==> config.mk <==
export PLATFORM = sky130hd
export DESIGN_NAME = tt_sweep_extractor
export DESIGN_NICKNAME = d
export VERILOG_FILES = /design/src/rtl/tt_sweep_extractor_pkg.sv /design/src/rtl/tt_sweep_extractor_capture.sv /design/src/rtl/tt_sweep_extractor.sv
export SDC_FILE = /design/constraint.sdc
export NUM_CORES = 1
export LEC_CHECK = 0
export BUFFER_PORTS_ARGS = -buffer_cell sky130_fd_sc_hd__buf_2
export CAP_MARGIN = 20
export CORE_ASPECT_RATIO = 1.75
export CORE_UTILIZATION = 40
export CTS_CLUSTER_DIAMETER = 30
export DETAILED_ROUTE_END_ITERATION = 7
export GPL_TIMING_DRIVEN = 0
export PLACE_DENSITY = 0.68
export SLEW_MARGIN = 20
export SYNTH_ARGS = -nofsm -noshare
export SYNTH_HDL_FRONTEND = slang
export SYNTH_SLANG_ARGS = --single-unit
==> constraint.sdc <==
create_clock -name clk -period 3.15 [get_ports clk]
set_clock_uncertainty 0.05 [all_clocks]
set_input_delay 0.63 -clock clk [delete_from_list [all_inputs] [get_ports clk]]
set_output_delay 0.63 -clock clk [all_outputs]
set_load 0.02 [all_outputs]
==> src/rtl/tt_sweep_extractor_pkg.sv <==
// ============================================================================
//  Package    : tt_pkg
//  Description: Shared widths and FSM state encoding for the truth-table
//               sweep extractor (7-input function characterization).
//  Revision   : 1.0 - initial release
// ============================================================================
`default_nettype none

package tt_pkg;

    // Function-under-test input count and resulting truth-table width
    localparam int N_IN  = 7;
    localparam int TT_W  = 1 << N_IN;

    // Mismatch counter must reach 128 without wrapping, hence 8 bits
    localparam int CNT_W = 8;

    // Sweep controller states (explicit 2-bit encoding)
    typedef logic [1:0] state_t;
    localparam state_t IDLE  = 2'd0;
    localparam state_t SWEEP = 2'd1;
    localparam state_t DRAIN = 2'd2;
    localparam state_t DONE  = 2'd3;

endpackage : tt_pkg

`default_nettype wire

==> src/rtl/tt_sweep_extractor_capture.sv <==
// ============================================================================
//  Module     : tt_capture
//  Description: Truth-table capture datapath. Shifts the FUT output into a
//               128-bit register (LSB-first after a full sweep), walks the
//               expected table with a capture index and counts mismatches.
//  Ports      : clk, rst        - clock, synchronous active-high reset
//               i_clr           - clear table, index and count (sweep start)
//               i_cap_en        - FUT output is valid this cycle
//               i_f             - FUT output bit
//               i_exp_tt        - expected truth table
//               o_tt            - rebuilt truth table
//               o_mismatch_cnt  - number of differing bits (0..128)
//  Revision   : 1.0 - initial release
// ============================================================================
`default_nettype none

module tt_capture
    import tt_pkg::*;
(
    input  logic             clk,
    input  logic             rst,
    input  logic             i_clr,
    input  logic             i_cap_en,
    input  logic             i_f,
    input  logic [TT_W-1:0]  i_exp_tt,
    output logic [TT_W-1:0]  o_tt,
    output logic [CNT_W-1:0] o_mismatch_cnt
);

    logic [TT_W-1:0]  r_tt;
    logic [N_IN-1:0]  r_cap_idx;
    logic             r_cap_full;
    logic [CNT_W-1:0] r_cnt;
    logic             w_exp_bit;

    assign w_exp_bit = i_exp_tt[r_cap_idx];

    // r_cap_full is the terminal flag: once 128 bits are in, further enables
    // are ignored, so the 7-bit index wrapping to 0 can never re-capture.
    always_ff @(posedge clk) begin
        if (rst || i_clr) begin
            r_tt       <= '0;
            r_cap_idx  <= '0;
            r_cap_full <= 1'b0;
            r_cnt      <= '0;
        end else if (i_cap_en && !r_cap_full) begin
            // Shift in from the top: after 128 shifts bit i holds f(i)
            r_tt      <= {i_f, r_tt[TT_W-1:1]};
            r_cap_idx <= r_cap_idx + 1'b1;
            if (i_f != w_exp_bit) begin
                r_cnt <= r_cnt + 1'b1;
            end
            if (r_cap_idx == '1) begin
                r_cap_full <= 1'b1;
            end
        end
    end

    assign o_tt           = r_tt;
    assign o_mismatch_cnt = r_cnt;

endmodule : tt_capture

`default_nettype wire

==> src/rtl/tt_sweep_extractor.sv <==
// ============================================================================
//  Module     : tt_sweep_extractor
//  Description: Drives all 128 minterms into a 7-input function-under-test,
//               rebuilds its truth table and compares it with an expected
//               table. FUT_LAT covers registered FUTs (0 = combinational).
//  Ports      : clk, rst              - clock, synchronous active-high reset
//               start                 - request a sweep (honoured in IDLE)
//               busy                  - sweep or drain in progress
//               x                     - minterm driven to the FUT
//               f_in                  - FUT output
//               exp_tt                - expected table, bit i = f(i)
//               tt                    - rebuilt table, bit i = f(i)
//               tt_valid / tt_ready   - result handshake
//               mismatch              - any differing bit
//               mismatch_cnt          - number of differing bits
//  Revision   : 1.0 - initial release
// ============================================================================
`default_nettype none

module tt_sweep_extractor #(
    parameter int N_IN    = 7,
    parameter int FUT_LAT = 0
) (
    input  logic                 clk,
    input  logic                 rst,
    input  logic                 start,
    output logic                 busy,
    output logic [N_IN-1:0]      x,
    input  logic                 f_in,
    input  logic [(2**N_IN)-1:0] exp_tt,
    output logic [(2**N_IN)-1:0] tt,
    output logic                 tt_valid,
    input  logic                 tt_ready,
    output logic                 mismatch,
    output logic [7:0]           mismatch_cnt
);

    import tt_pkg::*;

    localparam int LAT_W = 3;

    state_t           r_state;
    state_t           w_state_nxt;
    logic [N_IN-1:0]  r_issue_idx;
    logic [LAT_W-1:0] r_drain_cnt;
    logic             w_start_sweep;
    logic             w_issue;
    logic             w_issue_last;
    logic             w_drain_last;
    logic             w_cap_en;

    assign w_start_sweep = (r_state == IDLE) && start;
    assign w_issue       = (r_state == SWEEP);
    assign w_issue_last  = (r_issue_idx == '1);
    // Only evaluated in DRAIN, which exists only when FUT_LAT > 0
    assign w_drain_last  = (r_drain_cnt == LAT_W'(FUT_LAT - 1));

    // ------------------------------------------------------------------
    // State register
    // ------------------------------------------------------------------
    always_ff @(posedge clk) begin
        if (rst) begin
            r_state <= IDLE;
        end else begin
            r_state <= w_state_nxt;
        end
    end

    // ------------------------------------------------------------------
    // Next-state and state-decoded outputs
    // ------------------------------------------------------------------
    always_comb begin
        w_state_nxt = r_state;
        busy        = 1'b0;
        tt_valid    = 1'b0;
        x           = '0;
        case (r_state)
            IDLE: begin
                if (start) begin
                    w_state_nxt = SWEEP;
                end
            end
            SWEEP: begin
                busy = 1'b1;
                x    = r_issue_idx;
                if (w_issue_last) begin
                    w_state_nxt = (FUT_LAT > 0) ? DRAIN : DONE;
                end
            end
            DRAIN: begin
                // Hold the last minterm while the FUT pipeline empties
                busy = 1'b1;
                x    = '1;
                if (w_drain_last) begin
                    w_state_nxt = DONE;
                end
            end
            DONE: begin
                tt_valid = 1'b1;
                if (tt_ready) begin
                    w_state_nxt = IDLE;
                end
            end
            default: begin
                w_state_nxt = IDLE;
            end
        endcase
    end

    // ------------------------------------------------------------------
    // Issue and drain counters. The issue index wraps to 0 on the same
    // edge that leaves SWEEP, so the wrapped value is never driven.
    // ------------------------------------------------------------------
    always_ff @(posedge clk) begin
        if (rst) begin
            r_issue_idx <= '0;
            r_drain_cnt <= '0;
        end else begin
            if (w_start_sweep) begin
                r_issue_idx <= '0;
            end else if (w_issue) begin
                r_issue_idx <= r_issue_idx + 1'b1;
            end

            if (r_state == DRAIN) begin
                r_drain_cnt <= r_drain_cnt + 1'b1;
            end else begin
                r_drain_cnt <= '0;
            end
        end
    end

    // ------------------------------------------------------------------
    // Capture enable: the issue strobe delayed by the FUT latency
    // ------------------------------------------------------------------
    generate
        if (FUT_LAT == 0) begin : g_lat_comb
            assign w_cap_en = w_issue;
        end else begin : g_lat_pipe
            logic [FUT_LAT-1:0] r_issue_pipe;

            always_ff @(posedge clk) begin
                if (rst) begin
                    r_issue_pipe <= '0;
                end else begin
                    r_issue_pipe <= (r_issue_pipe << 1) | FUT_LAT'(w_issue);
                end
            end

            assign w_cap_en = r_issue_pipe[FUT_LAT-1];
        end
    endgenerate

    // ------------------------------------------------------------------
    // Capture datapath
    // ------------------------------------------------------------------
    tt_capture u_capture (
        .clk            (clk),
        .rst            (rst),
        .i_clr          (w_start_sweep),
        .i_cap_en       (w_cap_en),
        .i_f            (f_in),
        .i_exp_tt       (exp_tt),
        .o_tt           (tt),
        .o_mismatch_cnt (mismatch_cnt)
    );

    assign mismatch = (mismatch_cnt != '0);

endmodule : tt_sweep_extractor

`default_nettype wire

**Yosys cells after proc, flatten, opt, wreduce, memory -nomap -nowiden**

Cells that the tools add are included.

- Div/mod/pow operators: 0
- Reduce and logical (&&, ||, !) cells: 12
- Magnitude comparators: 1
- $mul: 0
- Eq/ne operators: 11
- Bitwise gates (word level): 1
- Multiplexer cells: 10
- Shift operators: 0
- $add $sub $neg: 4

Operators with widths:

| kind | number |
|---|---|
| adder 7 x 1 -> 7 bit, second input constant | 2 |
| == test 7 bit, second input constant | 2 |
| one-hot mux 7 bit (2 select lines) | 1 |
| adder 8 x 1 -> 8 bit, second input constant | 1 |
| less-than comparator 7 x 8 -> 1 bit, second input constant | 1 |
| 2-to-1 mux 2 bit | 4 |
| inequality test 2 bit, second input constant | 4 |
| one-hot mux 2 bit (4 select lines) | 1 |
| nonzero test 8 bit | 1 |
| binary-select mux 1 bit (select 7 bit) | 1 |
| OR reduction 2 bit | 3 |
| == test 2 bit, second input constant | 2 |
| AND reduction 2 bit | 2 |
| AND reduction 4 bit | 1 |
| adder 3 x 1 -> 3 bit, second input constant | 1 |
| == test 3 bit, second input constant | 1 |
| 2-to-1 mux 1 bit | 3 |
| == test 2 x 1 -> 1 bit, second input constant | 1 |
| logical AND 1 bit | 2 |
| zero test 2 bit | 1 |
| zero test 1 bit | 1 |
| logical OR 1 bit | 1 |
| inequality test 1 bit | 1 |
| NOT 1 bit | 1 |

- Word-level logic and storage cells: 46
- Memories: 0
- Bits in writable memories: 0
- Latch bits: 0
- Bits in read-only memories: 0
- Register bits after elaboration: 156
- Output and inout port bits: 146
- Input bits: 133

**Depth between registers and ports, before layout**

- Word-level depth: 4
- Gate-level depth with buffers: 11
- Mapped depth without buffers: 9

**Cells and area by module**

A second synthesis with hierarchy kept.

- Cells, all modules: 847
- Area total of the unflattened synthesis: 7095.6 um^2

Modules (own cells, without submodules):

| module | cells an instance | area an instance (um^2) | times used | sequential area each (um^2) |
|---|---|---|---|---|
| tt_capture | 767 | 6408.6 | 1 | 2882.8 |
| tt_sweep_extractor | 80 | 686.9 | 1 | 240.2 |

**Worst setup path before layout**

No wires, ideal clock.

- Path kind: input -> register
- Start point: input exp_tt[35]
- End point: register u_capture.r_cnt[4] (netlist: u_capture.o_mismatch_cnt[4])
- Stages on the path: 8
- Path slack: 0.555 ns
- Setup time: 0.130 ns
- Arrival: 2.415 ns
- Path buffers: 0
- Required time: 2.970 ns
- Cell sequence: mux4_2 > nor2b_1 > a211oi_1 > a211oi_1 > a311o_2 > a211oi_2 > o21ai_0 > nor3b_2

- Word-level cells in the longest chain between the ends: 4

RTL lines:

| item | RTL line | source |
|---|---|---|
| start, declared | tt_sweep_extractor.sv:30 | `input logic [(2**N_IN)-1:0] exp_tt,` |
| binary-select mux 1 bit (select 7 bit) | tt_sweep_extractor_capture.sv:36 | `assign w_exp_bit = i_exp_tt[r_cap_idx];` |
| 2-to-1 mux 1 bit (not written as such) | tt_sweep_extractor_capture.sv:36 |  |
| inequality test 1 bit | tt_sweep_extractor_capture.sv:50 | `if (i_f != w_exp_bit) begin` |
| AND reduction 2 bit (no line) | n/a |  |
| end signal, assigned | tt_sweep_extractor_capture.sv:51 | `r_cnt <= r_cnt + 1'b1;` |
| end, declared | tt_sweep_extractor_capture.sv:33 | `logic [CNT_W-1:0] r_cnt;` |

Every way passes these cells. The select of a mux whose other input is x is not followed.
A chain may end at the register's enable or synchronous reset.

**Worst setup path in the final report**

- Start point: register u_capture.r_cap_idx[0]
- End point: register u_capture.r_cnt[7] (netlist: u_capture.o_mismatch_cnt[7])

- Word-level cells in the longest chain between the ends: 4

RTL lines:

| item | RTL line | source |
|---|---|---|
| start, declared | tt_sweep_extractor_capture.sv:31 | `logic [N_IN-1:0] r_cap_idx;` |
| start signal, assigned | tt_sweep_extractor_capture.sv:49 | `r_cap_idx <= r_cap_idx + 1'b1;` |
| binary-select mux 1 bit (select 7 bit) | tt_sweep_extractor_capture.sv:36 |  |
| 2-to-1 mux 1 bit (not written as such) | tt_sweep_extractor_capture.sv:36 |  |
| inequality test 1 bit | tt_sweep_extractor_capture.sv:50 |  |
| AND reduction 2 bit (no line) | n/a |  |

Every way passes these cells. The select of a mux whose other input is x is not followed.

==> flow_summary_export.csv <==
group,metric,value,unit
timing,final.setup.worst_slack,0.231,ns
floorplan,die_w,104,um
grt,gr-max-usage-layer,"met2",
drt,drc,0,
drt,dr.pass1.iters,4,
setup_path,required,3.44,ns
logic_synthesis,synth_area,7220,um^2
placed_design,port-buffer-count,277,
final_layout,register_area,3120,um^2
placed_design,dp_hpwl,16.7,mm
setup_path,arrival,3.21,ns
logic_synthesis,syn-num-nets,998,
logic_synthesis,ys_ff_latch,156,
logic_synthesis,synth_cell_type_count,63,
grt,use_met2,44.7,%
floorplan,dieArea,18600,um^2
timing,timing.final.crit_share,92.7,%
drt,ant_nets,0,
timing,min_period,2.92,ns
logic_synthesis,synth_ff_type,"dfxtp_1",
timing,tightest_slew,0.806,ns
clock_tree,clkLatencyLatePin,0.41,ns
run,maxCapViolations,0,
clock_tree,cts_inserted_buffers,17,
drt,routed-via-count,7117,
clock_tree,postCtsSetupBuffers,0,
floorplan,placementRows,64,
outcome,status,"finished clean",
final_layout,area_growth,30.7,%
clock_tree,htreeDepth,4,
final_layout,drive_gt1_share,30.6,%
placed_design,dp_slack,0.213,ns
grt,grt_use_met3,5.98,%
final_layout,filler_cell_count,1760,
grt,grt_pass1_vias,6976,
floorplan,core_region_area,17600,um^2
timing,fmax,343,MHz
clock_tree,cts_tree,"done",
drt,routed_wl,21.3,mm
timing,hold_viol,0,
logic_synthesis,ys_warn_count,0,
drt,drt-initial-drc-count,263,
grt,grt_usage,23.1,%
timing,fin_tns_setup,0,ns
power,pwr_density_cell,633,nW/um^2
grt,grt_max_degree,17,
clock_tree,ctsResizeCount,0,
clock_tree,cts.sink_count,156,
timing,timing.slew.headroom,46.0,%
setup_path,cp-start-kind,"register",
floorplan,die_h,180,um
logic_synthesis,yosysSeqAreaShare,43.2,%
grt,overflow,0,
setup_path,critical_path.endpoint_type,"register",
logic_synthesis,synth-edff-count,0,
clock_tree,ctsHoldBuffers,0,
grt,antenna_found_initial,1,
drt,vias_per_cell,5.11,
timing,setup_viol_count_final,0,
drt,wire_per_inst,15.3,um
final_layout,final_cell_mix,"278 x nand2_1, 278 x buf_2, 156 x dfxtp_1, 147 x a21oi_1, 49 x clkbuf_1",
power,leakage,3.82,nW
timing,slew_violations,0,
logic_synthesis,syn_area_per_cell,8.46,um^2
logic_synthesis,netlist_instances,854,
clock_tree,clockBufferDepth,2,
final_layout,multi_input_area,3700,um^2
placed_design,place_congestion,0.880,
clock_tree,cts-root-buf,"clkbuf_16",
final_layout,layout.nets,1294,
floorplan,pin_count,279,
setup_path,crit_type,"register to register",
setup_path,path_max_fanout,10,
grt,grt_use_met1,22.4,%
power,peakVddDrop,0.460,mV
grt,grt_pass1_wl,34.6,mm
floorplan,start_util,41.0,%
clock_tree,clkTransAtPathRegs,0.06,ns
min_path,hold_class,"register to register",
logic_synthesis,ys_async_sr_fraction,0,%
timing,rsz0062_at_grt,"no",
-- routing by layer --
layer,up-vias,part of all wire (%)
met1,3332,37
met2,236,54
met4,0,3.1
li1,3510,-
met3,39,6.0
met5,-,0
-- cell usage after synthesis, drive strengths merged (9+ instances only) --
master    n  area share (%)
clkbuf   50             3.2
mux4     20             6.6
inv       9            0.47
nand2   278              14
mux2i    29             4.0
dfxtp   156              43
ha       11             1.9
nor2     23             1.2
buf      13             1.8
nor2b    10            0.87
a21oi   150              11
-- metrics by stage --
stage          instances  power (mW)  hold slack [ns]  utilization [%]  area (um^2)
3_3_place_gp        1362        4.16            0.376             50.5         8900
2_1_floorplan        854        3.55            0.358                -         7220
5_1_grt             1394        6.32            0.420             53.6         9450
6_report            1394        5.98            0.394             53.6         9450
4_1_cts             1393        6.06            0.389             53.6         9440
3_5_place_dp        1362        4.16            0.381             50.5         8900
-- report_power, final --
| part | switching (mW) | internal (mW) |
|---|---|---|
| combinational | 1.37 | 0.672 |
| clock | 0.773 | 1.11 |
| sequential | 0.0432 | 2.01 |
-- sequential cells by signal, summed over array words and instances (netlist names) --
register                  count
r_issue_idx                   7
u_capture.r_cap_idx           7
u_capture.r_cap_full          1
r_drain_cnt                   3
r_state                       2
u_capture.o_tt              128
u_capture.o_mismatch_cnt      8
-- path summary, 6_finish.rpt --
check / startpoint / endpoint / slack (ns) / depth (start not counted)
worst max-delay path: u_capture.r_cap_idx[0] / u_capture.o_mismatch_cnt[7] / 0.23 / 9
worst min-delay path: r_drain_cnt[0] / r_drain_cnt[0] / 0.39 / 1
worst max register to register: u_capture.r_cap_idx[0] / u_capture.o_mismatch_cnt[7] / 0.23 / 9
worst min register to register: r_drain_cnt[0] / r_drain_cnt[0] / 0.39 / 1
-- critical path, cell delays in order (launching register included) --
cell,delay (ns)
dfxtp_1,0.37
buf_6,0.19
buf_12,0.16
mux4_1,0.57
mux2i_1,0.19
a211oi_1,0.13
a311oi_2,0.65
nor2_1,0.12
mux2i_1,0.23
mux2i_1,0.19
-- kinds of logic after synthesis --
logic type                 count (synthesis)  share of synthesized area [%]
and+or+nand+nor                          354                           20.5
AOI/OAI and AO/OA                        197                           16.3
DFF                                      156                           43.2
buffers and inverters                     72                           5.51
muxes                                     54                           11.4
adders and majority gates                 11                           1.91
xor gates and xnor gates                  10                           1.21
-- area by class of cell --
class | count | share of cell area, %
clock buffer | 26 | 5.39
buffer | 63 | 3.85
timing repair buffer | 277 | 14.7
antenna | 1 | 0.0265
sequential | 156 | 33.1
clock inverter | 5 | 0.358
tap | 231 | 3.06
inverter | 9 | 0.358
multi-input combinational | 626 | 39.2
Power figures use the tool's default switching activity.
